**src/rtl/tstamp_clock.sv**
```systemverilog
// ============================================================================
// Module   : tstamp_clock
// Purpose  : Free-running seconds/nanoseconds time-of-day counter. Each clock
//            it advances by INC_NS_INT ns plus a fixed-point fraction
//            (INC_NS_FRAC / 2^INC_FRAC_BITS ns), so any core clock frequency
//            can be served without a divider. Supports an atomic time load,
//            an optional signed phase adjustment and NUM_CAP independent
//            capture channels with valid/ack handshakes.
// Macro    : TSTAMP_ADJ_EN - when defined, builds the signed phase-adjust
//            path. When undefined, adj_valid/adj_ns are ignored.
// Ports    : clk, reset_n        - core clock, synchronous active-low reset
//            seconds/nanoseconds - current time (registered)
//            set_valid/set_sec/set_ns, set_err - time load, reject pulse
//            adj_valid/adj_ns    - signed phase adjustment
//            cap_trig/cap_ack    - per-channel capture strobe / acknowledge
//            cap_valid/cap_ovf   - per-channel held / dropped-trigger flags
//            cap_sec/cap_ns      - captured time, channel i at [32i+31:32i]
// Revision : 1.0 - initial release
// ============================================================================
`default_nettype none

module tstamp_clock #(
  parameter int unsigned INC_NS_INT    = 20,
  parameter int unsigned INC_FRAC_BITS = 16,
  parameter int unsigned INC_NS_FRAC   = 0,
  parameter int unsigned NS_PER_SEC    = 1_000_000_000,
  parameter int unsigned NUM_CAP       = 2
) (
  input  logic                    clk,
  input  logic                    reset_n,
  output logic [31:0]             seconds,
  output logic [31:0]             nanoseconds,
  input  logic                    set_valid,
  input  logic [31:0]             set_sec,
  input  logic [31:0]             set_ns,
  output logic                    set_err,
  input  logic                    adj_valid,
  input  logic [31:0]             adj_ns,
  input  logic [NUM_CAP-1:0]      cap_trig,
  input  logic [NUM_CAP-1:0]      cap_ack,
  output logic [NUM_CAP-1:0]      cap_valid,
  output logic [NUM_CAP-1:0]      cap_ovf,
  output logic [32*NUM_CAP-1:0]   cap_sec,
  output logic [32*NUM_CAP-1:0]   cap_ns
);

  localparam int unsigned        FW       = INC_FRAC_BITS + 1;
  localparam logic signed [33:0] NS_MOD   = 34'(NS_PER_SEC);
  localparam logic [33:0]        NS_MOD_U = 34'(NS_PER_SEC);
  localparam logic signed [33:0] NS_INC   = 34'(INC_NS_INT);
  localparam logic [FW-1:0]      FRAC_INC = FW'(INC_NS_FRAC);

  logic [31:0]              sec_q, sec_d;
  logic [31:0]              ns_q, ns_d;
  logic [INC_FRAC_BITS-1:0] frac_q, frac_d;
  logic                     set_err_q, set_err_d;
  logic [NUM_CAP-1:0]       cap_valid_q, cap_valid_d;
  logic [NUM_CAP-1:0]       cap_ovf_q, cap_ovf_d;
  logic [32*NUM_CAP-1:0]    cap_sec_q, cap_sec_d;
  logic [32*NUM_CAP-1:0]    cap_ns_q, cap_ns_d;

  logic [FW-1:0]            frac_sum;
  logic signed [33:0]       ns_raw;
  logic signed [33:0]       ns_norm;
  logic [31:0]              sec_norm;
  logic                     set_ok;
  logic                     unused_bits;

  // Time update: increment with fractional carry, optional adjust,
  // normalise into [0, NS_PER_SEC), then let an accepted load override.
  always_comb begin
    frac_sum = {1'b0, frac_q} + FRAC_INC;
    ns_raw   = $signed({2'b00, ns_q}) + NS_INC
             + $signed({33'd0, frac_sum[INC_FRAC_BITS]});
`ifdef TSTAMP_ADJ_EN
    // A same-cycle load always wins, so the adjustment is dropped then,
    // even when the load itself is rejected.
    if (adj_valid && !set_valid) begin
      ns_raw = ns_raw + $signed({{2{adj_ns[31]}}, adj_ns});
    end
`endif

    // The remainder past the rollover is kept so no time is lost.
    sec_norm = sec_q;
    ns_norm  = ns_raw;
    if (ns_raw >= NS_MOD) begin
      ns_norm  = ns_raw - NS_MOD;
      sec_norm = sec_q + 32'd1;
    end
`ifdef TSTAMP_ADJ_EN
    else if (ns_raw < 34'sd0) begin
      ns_norm  = ns_raw + NS_MOD;
      sec_norm = sec_q - 32'd1;
    end
`endif

    set_ok    = set_valid && ({2'b00, set_ns} < NS_MOD_U);
    set_err_d = set_valid && !set_ok;

    if (set_ok) begin
      sec_d  = set_sec;
      ns_d   = set_ns;
      frac_d = '0;
    end else begin
      sec_d  = sec_norm;
      ns_d   = ns_norm[31:0];
      frac_d = frac_sum[INC_FRAC_BITS-1:0];
    end
  end

  // Capture channels sample the pre-update time, i.e. the value currently
  // on the outputs. A trigger with a same-cycle ack replaces the held value.
  always_comb begin
    cap_valid_d = cap_valid_q;
    cap_ovf_d   = cap_ovf_q;
    cap_sec_d   = cap_sec_q;
    cap_ns_d    = cap_ns_q;
    for (int i = 0; i < int'(NUM_CAP); i++) begin
      if (cap_trig[i]) begin
        if (!cap_valid_q[i] || cap_ack[i]) begin
          cap_sec_d[32*i +: 32] = sec_q;
          cap_ns_d[32*i +: 32]  = ns_q;
          cap_valid_d[i]        = 1'b1;
          cap_ovf_d[i]          = 1'b0;
        end else begin
          cap_ovf_d[i] = 1'b1;
        end
      end else if (cap_ack[i]) begin
        cap_valid_d[i] = 1'b0;
        cap_ovf_d[i]   = 1'b0;
      end
    end
  end

  always_ff @(posedge clk) begin
    if (!reset_n) begin
      sec_q       <= '0;
      ns_q        <= '0;
      frac_q      <= '0;
      set_err_q   <= 1'b0;
      cap_valid_q <= '0;
      cap_ovf_q   <= '0;
      cap_sec_q   <= '0;
      cap_ns_q    <= '0;
    end else begin
      sec_q       <= sec_d;
      ns_q        <= ns_d;
      frac_q      <= frac_d;
      set_err_q   <= set_err_d;
      cap_valid_q <= cap_valid_d;
      cap_ovf_q   <= cap_ovf_d;
      cap_sec_q   <= cap_sec_d;
      cap_ns_q    <= cap_ns_d;
    end
  end

  // The normalised value always fits in 32 bits; the top bits only carry
  // sign/overflow during normalisation.
`ifdef TSTAMP_ADJ_EN
  assign unused_bits = ^ns_norm[33:32];
`else
  assign unused_bits = ^{ns_norm[33:32], adj_valid, adj_ns};
`endif

  assign seconds     = sec_q;
  assign nanoseconds = ns_q;
  assign set_err     = set_err_q;
  assign cap_valid   = cap_valid_q;
  assign cap_ovf     = cap_ovf_q;
  assign cap_sec     = cap_sec_q;
  assign cap_ns      = cap_ns_q;

endmodule

`default_nettype wire

```
**config.mk**
```make
export PLATFORM = sky130hd
export DESIGN_NAME = tstamp_clock
export DESIGN_NICKNAME = d
export VERILOG_FILES = /design/src/rtl/tstamp_clock.sv
export SDC_FILE = /design/constraint.sdc
export NUM_CORES = 1
export LEC_CHECK = 0
export ABC_CLOCK_PERIOD_IN_PS = 5550
export CORE_MARGIN = 2
export CORE_UTILIZATION = 35
export CTS_CLUSTER_SIZE = 12
export DETAILED_ROUTE_END_ITERATION = 7
export DONT_BUFFER_PORTS = 1
export PLACE_DENSITY = 0.52
export REMOVE_ABC_BUFFERS = 1
export SLEW_MARGIN = 20
export SYNTH_ARGS = -nofsm -noshare
export SYNTH_HDL_FRONTEND = slang
export SYNTH_SLANG_ARGS = --single-unit
```
**constraint.sdc**
```tcl
create_clock -name clk -period 5.55 [get_ports clk]
set_input_delay 1.665 -clock clk [delete_from_list [all_inputs] [get_ports clk]]
set_output_delay 1.665 -clock clk [all_outputs]
set_load 0.01 [all_outputs]
```
# == Yosys cells after proc, flatten, opt, wreduce, memory -nomap -nowiden ==
# Index checks and enable logic that the tools add are counted.
# totals
reg_bits,197
inputBits,104
output_inout_bits,197
word_cells,46
# classes
addsub,3
magnitude_cmp,2
eq_ne,2
mux,14
n_reduce_logical,14
# op_table
cell,count
2-to-1 mux 32 bit,4
adder 32 x 5 -> 33 bit (second input constant),1
>= comparator 33 x 30 -> 1 bit (second input constant),1
adder 32 x 1 -> 32 bit (second input constant),1
less-than comparator 32 x 30 -> 1 bit (second input constant),1
subtractor 32 x 30 -> 32 bit (second input constant),1
2-to-1 mux 1 bit,10
AND reduction 2 bit,4
nonzero test 2 bit,3
!= test 2 x 1 -> 1 bit (second input constant),2
zero test 1 bit,3
logical AND 1 bit,2
logical OR 1 bit,2

# == Longest topological paths before layout ==
# logic_depth
depth_word,4
depth_mapped,17
depth_no_buf,14

# == Worst setup path before layout ==
# Ideal clock, no wire load.
# synth_path
path_kind,input port to flip-flop
startpoint,input set_ns[10]
endpoint,register sec_q[22] (netlist: seconds[22])
setup_time_ps,132
arrival_time_ps,3739
slack_ps,1679
stages,11
path_buffers,2
path_cell_list,o21ai_0 a21oi_1 o21a_1 o211ai_1 a21oi_1 o2111a_1 or4b_2 clkbuf_1 clkbuf_1 o21ai_0 a21oi_1
# synth_between
elab_chain_len,3
# synth_rtl
element,line_no,source
start: declaration,35,"input logic [31:0] set_ns,"
less-than comparator 32 x 30 -> 1 bit (*),97,"set_ok = set_valid && ({2'b00, set_ns} < NS_MOD_U);"
logical AND 1 bit (*),97,
2-to-1 mux 32 bit or nonzero test 2 bit (tied branches),--,
end signal: assignment,137,sec_q <= '0;
end signal: assignment,146,sec_q <= sec_d;
end: declaration,53,"logic [31:0] sec_q, sec_d;"
# Mark *: on every way between the ends. The rest lies on a longest branch, timed or not.
# A chain may end at the register's enable or synchronous reset.

# == Worst setup path after layout ==
# layout_path
startpoint,register ns_q[2] (netlist: nanoseconds[2])
endpoint,register ns_q[28] (netlist: nanoseconds[28])
# layout_between
elab_chain_len,4
# layout_rtl
element,line_no,source
start: declaration,54,"logic [31:0] ns_q, ns_d;"
start signal: assignment,147,ns_q <= ns_d;
adder 32 x 5 -> 33 bit (*),73,"ns_raw = $signed({2'b00, ns_q}) + NS_INC"
subtractor 32 x 30 -> 32 bit or >= comparator 33 x 30 -> 1 bit (tied branches),"87, 86",
2-to-1 mux 32 bit (*),86,if (ns_raw >= NS_MOD) begin
2-to-1 mux 32 bit (*),100,if (set_ok) begin
# Marks and branches as above.

==> flow_summary.toml <==
[outcome]
status = "finished, final reports clean"

[yosys]
synthArstFlopShare = 0
synth_seq_cells = 197
yosys_warnings = 0
synth_edf_count = 0
yosysUniqueCellTypes = 60
synthCells = 1160
synth_area_um2 = 8950
postSynthAreaPerCell_um2 = 7.72
ys.flop_type = "dfxtp_1"
synth-seq-area-share = 0.440

[setup_path]
cp.required_ns = 5.93
path_common_cell = "o2111a_1"
crit_type = "reg -> reg"
crit_family = "compound AO/OA/AOI/OAI gates"
critical_path.slowest_cell = "a2111oi_0"
cp-start-kind = "flop"
path_buf_inv = 1
cp-end-kind = "flop"
crit_chain = "ha_1 -> o2111a_1 -> nand4_1 -> o31ai_1 -> o211ai_1 -> a2111oi_0 -> a31oi_1 -> buf_4 -> a21o_1 -> o2111a_1 -> or4b_1 -> nand3_1"
cpPeakStageDelay_ns = 0.70
cp-startpoint = "nanoseconds[2]"
crit_arrival_ns = 5.02
crit_fanout = 12
r2r_start = "nanoseconds[2]"
rrSetupSlack_ns = 0.91

[power]
ir_worst_vdd_mv = 0.207
power_density_nw_per_um2 = 308
p_leak_nw = 3.17
total_power_mw = 3.01

[finish]
layout-drive-gt1-share = 0.0667
n_antenna_cell = 0
final_nets = 1220
stdcell_count = 1455
syn2layout_area_growth_pct = 9.32

[sta]
max_slew_margin = 0.470
fin_crit_ns = 4.64
slew_violations = 0
finalSetupViolations = 0
worst_slack_ns = 0.910
finalCritPeriodShare = 0.836
worst_slew_pin_slew_ns = 0.796
skew_ns = 0.0154
hold_viol = 0
setup_tns_ns = 0
rsz0062_at_grt = "false"
max_freq_mhz = 215

[grt]
grt_pass1_vias = 7576
grt_pass1_wl_um = 43000
grt_overflow = 0
antenna_found_initial = 0
grt_max_degree = 56
track_usage = 0.202

[clock_tree]
cts.sinks = 197
clk_pin_slew_ns = 0.08
postCtsSetupBuffers = 0
cts_made_buffers = 17
cts_root_buf = "clkbuf_16"
worstSkewPairLatency_ns = 0.43
holdBufCountCts = 0
clk_path_buf_depth = 2
cts_tree = "built"
postCtsResizedCells = 0
htree_num_levels = 4

[floorplanning]
start_util = 0.356
die_w_um = 164
dieArea_um2 = 26900
core_um2 = 25200
fp.dieH_um = 164
io_pins = 301
rows = 58

[detailed_routing]
dr_total_vias = 7898
dr.first_iter.drc_count = 581
drt-total-wl_um = 27700
post_drt_wl_per_cell_um = 19.0
via_per_inst = 5.43
postRouteAntennaNets = 0
dr.pass1.iters = 5
drc = 0

[flow_run]
max-cap-violations = 0

[hold_path]
hp-class = "reg -> reg"
hp-start = "cap_ns[0]"

[placed_design]
dp_cells = 1423
gp_congestion = 0.816
dp.final_hpwl_um = 19000
port_buffers = 0
dp_slack_ns = 0.974
[layout make-up]
| class | count | area (um2) |
|---|---|---|
| repair buffers | 23 | 185 |
| clock buffers | 18 | 439 |
| well taps | 330 | 413 |
| clock inverters | 14 | 161 |
| multi-input cells | 867 | 4620 |
| fillers | 2659 | 15400 |
| flip-flops and latches | 197 | 3940 |
| inverters | 6 | 25.0 |
[power breakdown]
part	switching (mW)	leakage (nW)	total (mW)	internal, mW
Combinational	0.132	1.28	0.195	0.0626
Clock	0.645	0.290	1.26	0.620
Sequential	0.0937	1.60	1.55	1.46
[Yosys cell counts, types with 2 or more instances]
cell type,count,share of area
nand3_1,31,0.017
o211ai_1,7,0.0059
nand2b_1,3,0.0021
nand4_1,15,0.010
buf_2,9,0.0050
nor4b_1,3,0.0029
ha_1,4,0.0056
o2111ai_1,3,0.0029
nor3_1,18,0.010
nand2_1,329,0.14
o31ai_1,3,0.0025
nor4_1,10,0.0070
or3_1,7,0.0049
xnor2_1,29,0.028
nor2_1,41,0.017
a21oi_1,161,0.090
a32oi_1,2,0.0020
a22oi_1,3,0.0025
a2111oi_4,2,0.0061
inv_1,5,0.0021
a211oi_1,11,0.0092
buf_1,5,0.0021
a311oi_1,3,0.0029
a21o_1,2,0.0017
a31oi_1,4,0.0028
o2111a_1,3,0.0038
and3_1,15,0.010
and4_1,8,0.0078
dfxtp_1,197,0.44
a21boi_0,3,0.0025
o21bai_1,2,0.0017
xor2_1,41,0.040
or4_1,3,0.0025
buf_6,4,0.0050
o21ai_0,62,0.035
and2_1,8,0.0056
nor3b_1,4,0.0034
or2_2,5,0.0035
mux2i_1,2,0.0022
clkbuf_1,71,0.030
o21a_1,3,0.0025
[worst paths after layout]
path                      to  cells after the start
max          nanoseconds[28]                     12
min                cap_ns[0]                      2
max reg2reg  nanoseconds[28]                     12
min reg2reg        cap_ns[0]                      2
[metrics by stage]
step           hold slack [ns]  utilization  cell area [um2]
4_1_cts                  0.505        0.389             9790
3_5_place_dp             0.494        0.365             9190
6_report                 0.499        0.389             9790
2_1_floorplan            0.481            -             8570
5_1_grt                  0.522        0.389             9790
3_3_place_gp             0.488        0.365             9190
[flip-flops by register name, summed over array words and instances (netlist names)]
| register | flops |
|---|---|
| cap_ns | 64 |
| nanoseconds | 32 |
| cap_sec | 64 |
| cap_valid | 2 |
| cap_ovf | 2 |
| seconds | 32 |
| set_err | 1 |
[worst register-to-register path, delay by kind of cell, from the launching register on]
kind	cells	cell delay, ns
flip-flops	1	0.58
adder cells (fa/ha/maj)	1	0.35
AND/OR/NAND/NOR	3	0.74
buffers and inverters	1	0.20
AO/OA/AOI/OAI	7	2.74
[routing by layer]
layer  wire (um)  share of wire  vias up  global-route usage
li1            -              -     3857                   -
met1       12700           0.46     3746               0.274
met2       12500           0.45      268               0.318
met3        2140          0.077       27              0.0558
met4         348          0.013        0              0.0522
met5           0              0        -                   0
[layout by cell type (no fill, tap or decap), types with 4 or more instances in the layout]
| master | count |
|---|---|
| and3_1 | 15 |
| nor3b_1 | 4 |
| inv_1 | 5 |
| a211oi_1 | 11 |
| nor4_1 | 10 |
| nand3_1 | 31 |
| a21oi_1 | 161 |
| dfxtp_1 | 197 |
| and2_1 | 6 |
| ha_1 | 4 |
| and4_1 | 8 |
| nor3_1 | 18 |
| buf_4 | 22 |
| xnor2_1 | 29 |
| xor2_1 | 41 |
| clkbuf_16 | 17 |
| a31oi_1 | 4 |
| nand2_1 | 327 |
| nor2_1 | 40 |
| inv_8 | 4 |
| or2_2 | 5 |
| nand4_1 | 15 |
| o211ai_1 | 7 |
| or3_1 | 7 |
| o21ai_0 | 62 |
| clkinv_8 | 4 |
[cells by family (layout without fill, tap and decap cells)]
family                     Yosys count  in the layout  share of synthesized area
adders and majority gates            4              4                    0.00559
AOI/OAI and AO/OA                  282            282                      0.183
buffers and inverters               96             61                     0.0453
DFF                                197            197                      0.440
muxes                                2              2                    0.00224
and+or+nand+nor                    509            509                      0.255
xor gates and xnor gates            70             70                     0.0685
(Power assumes the default switching activity.)
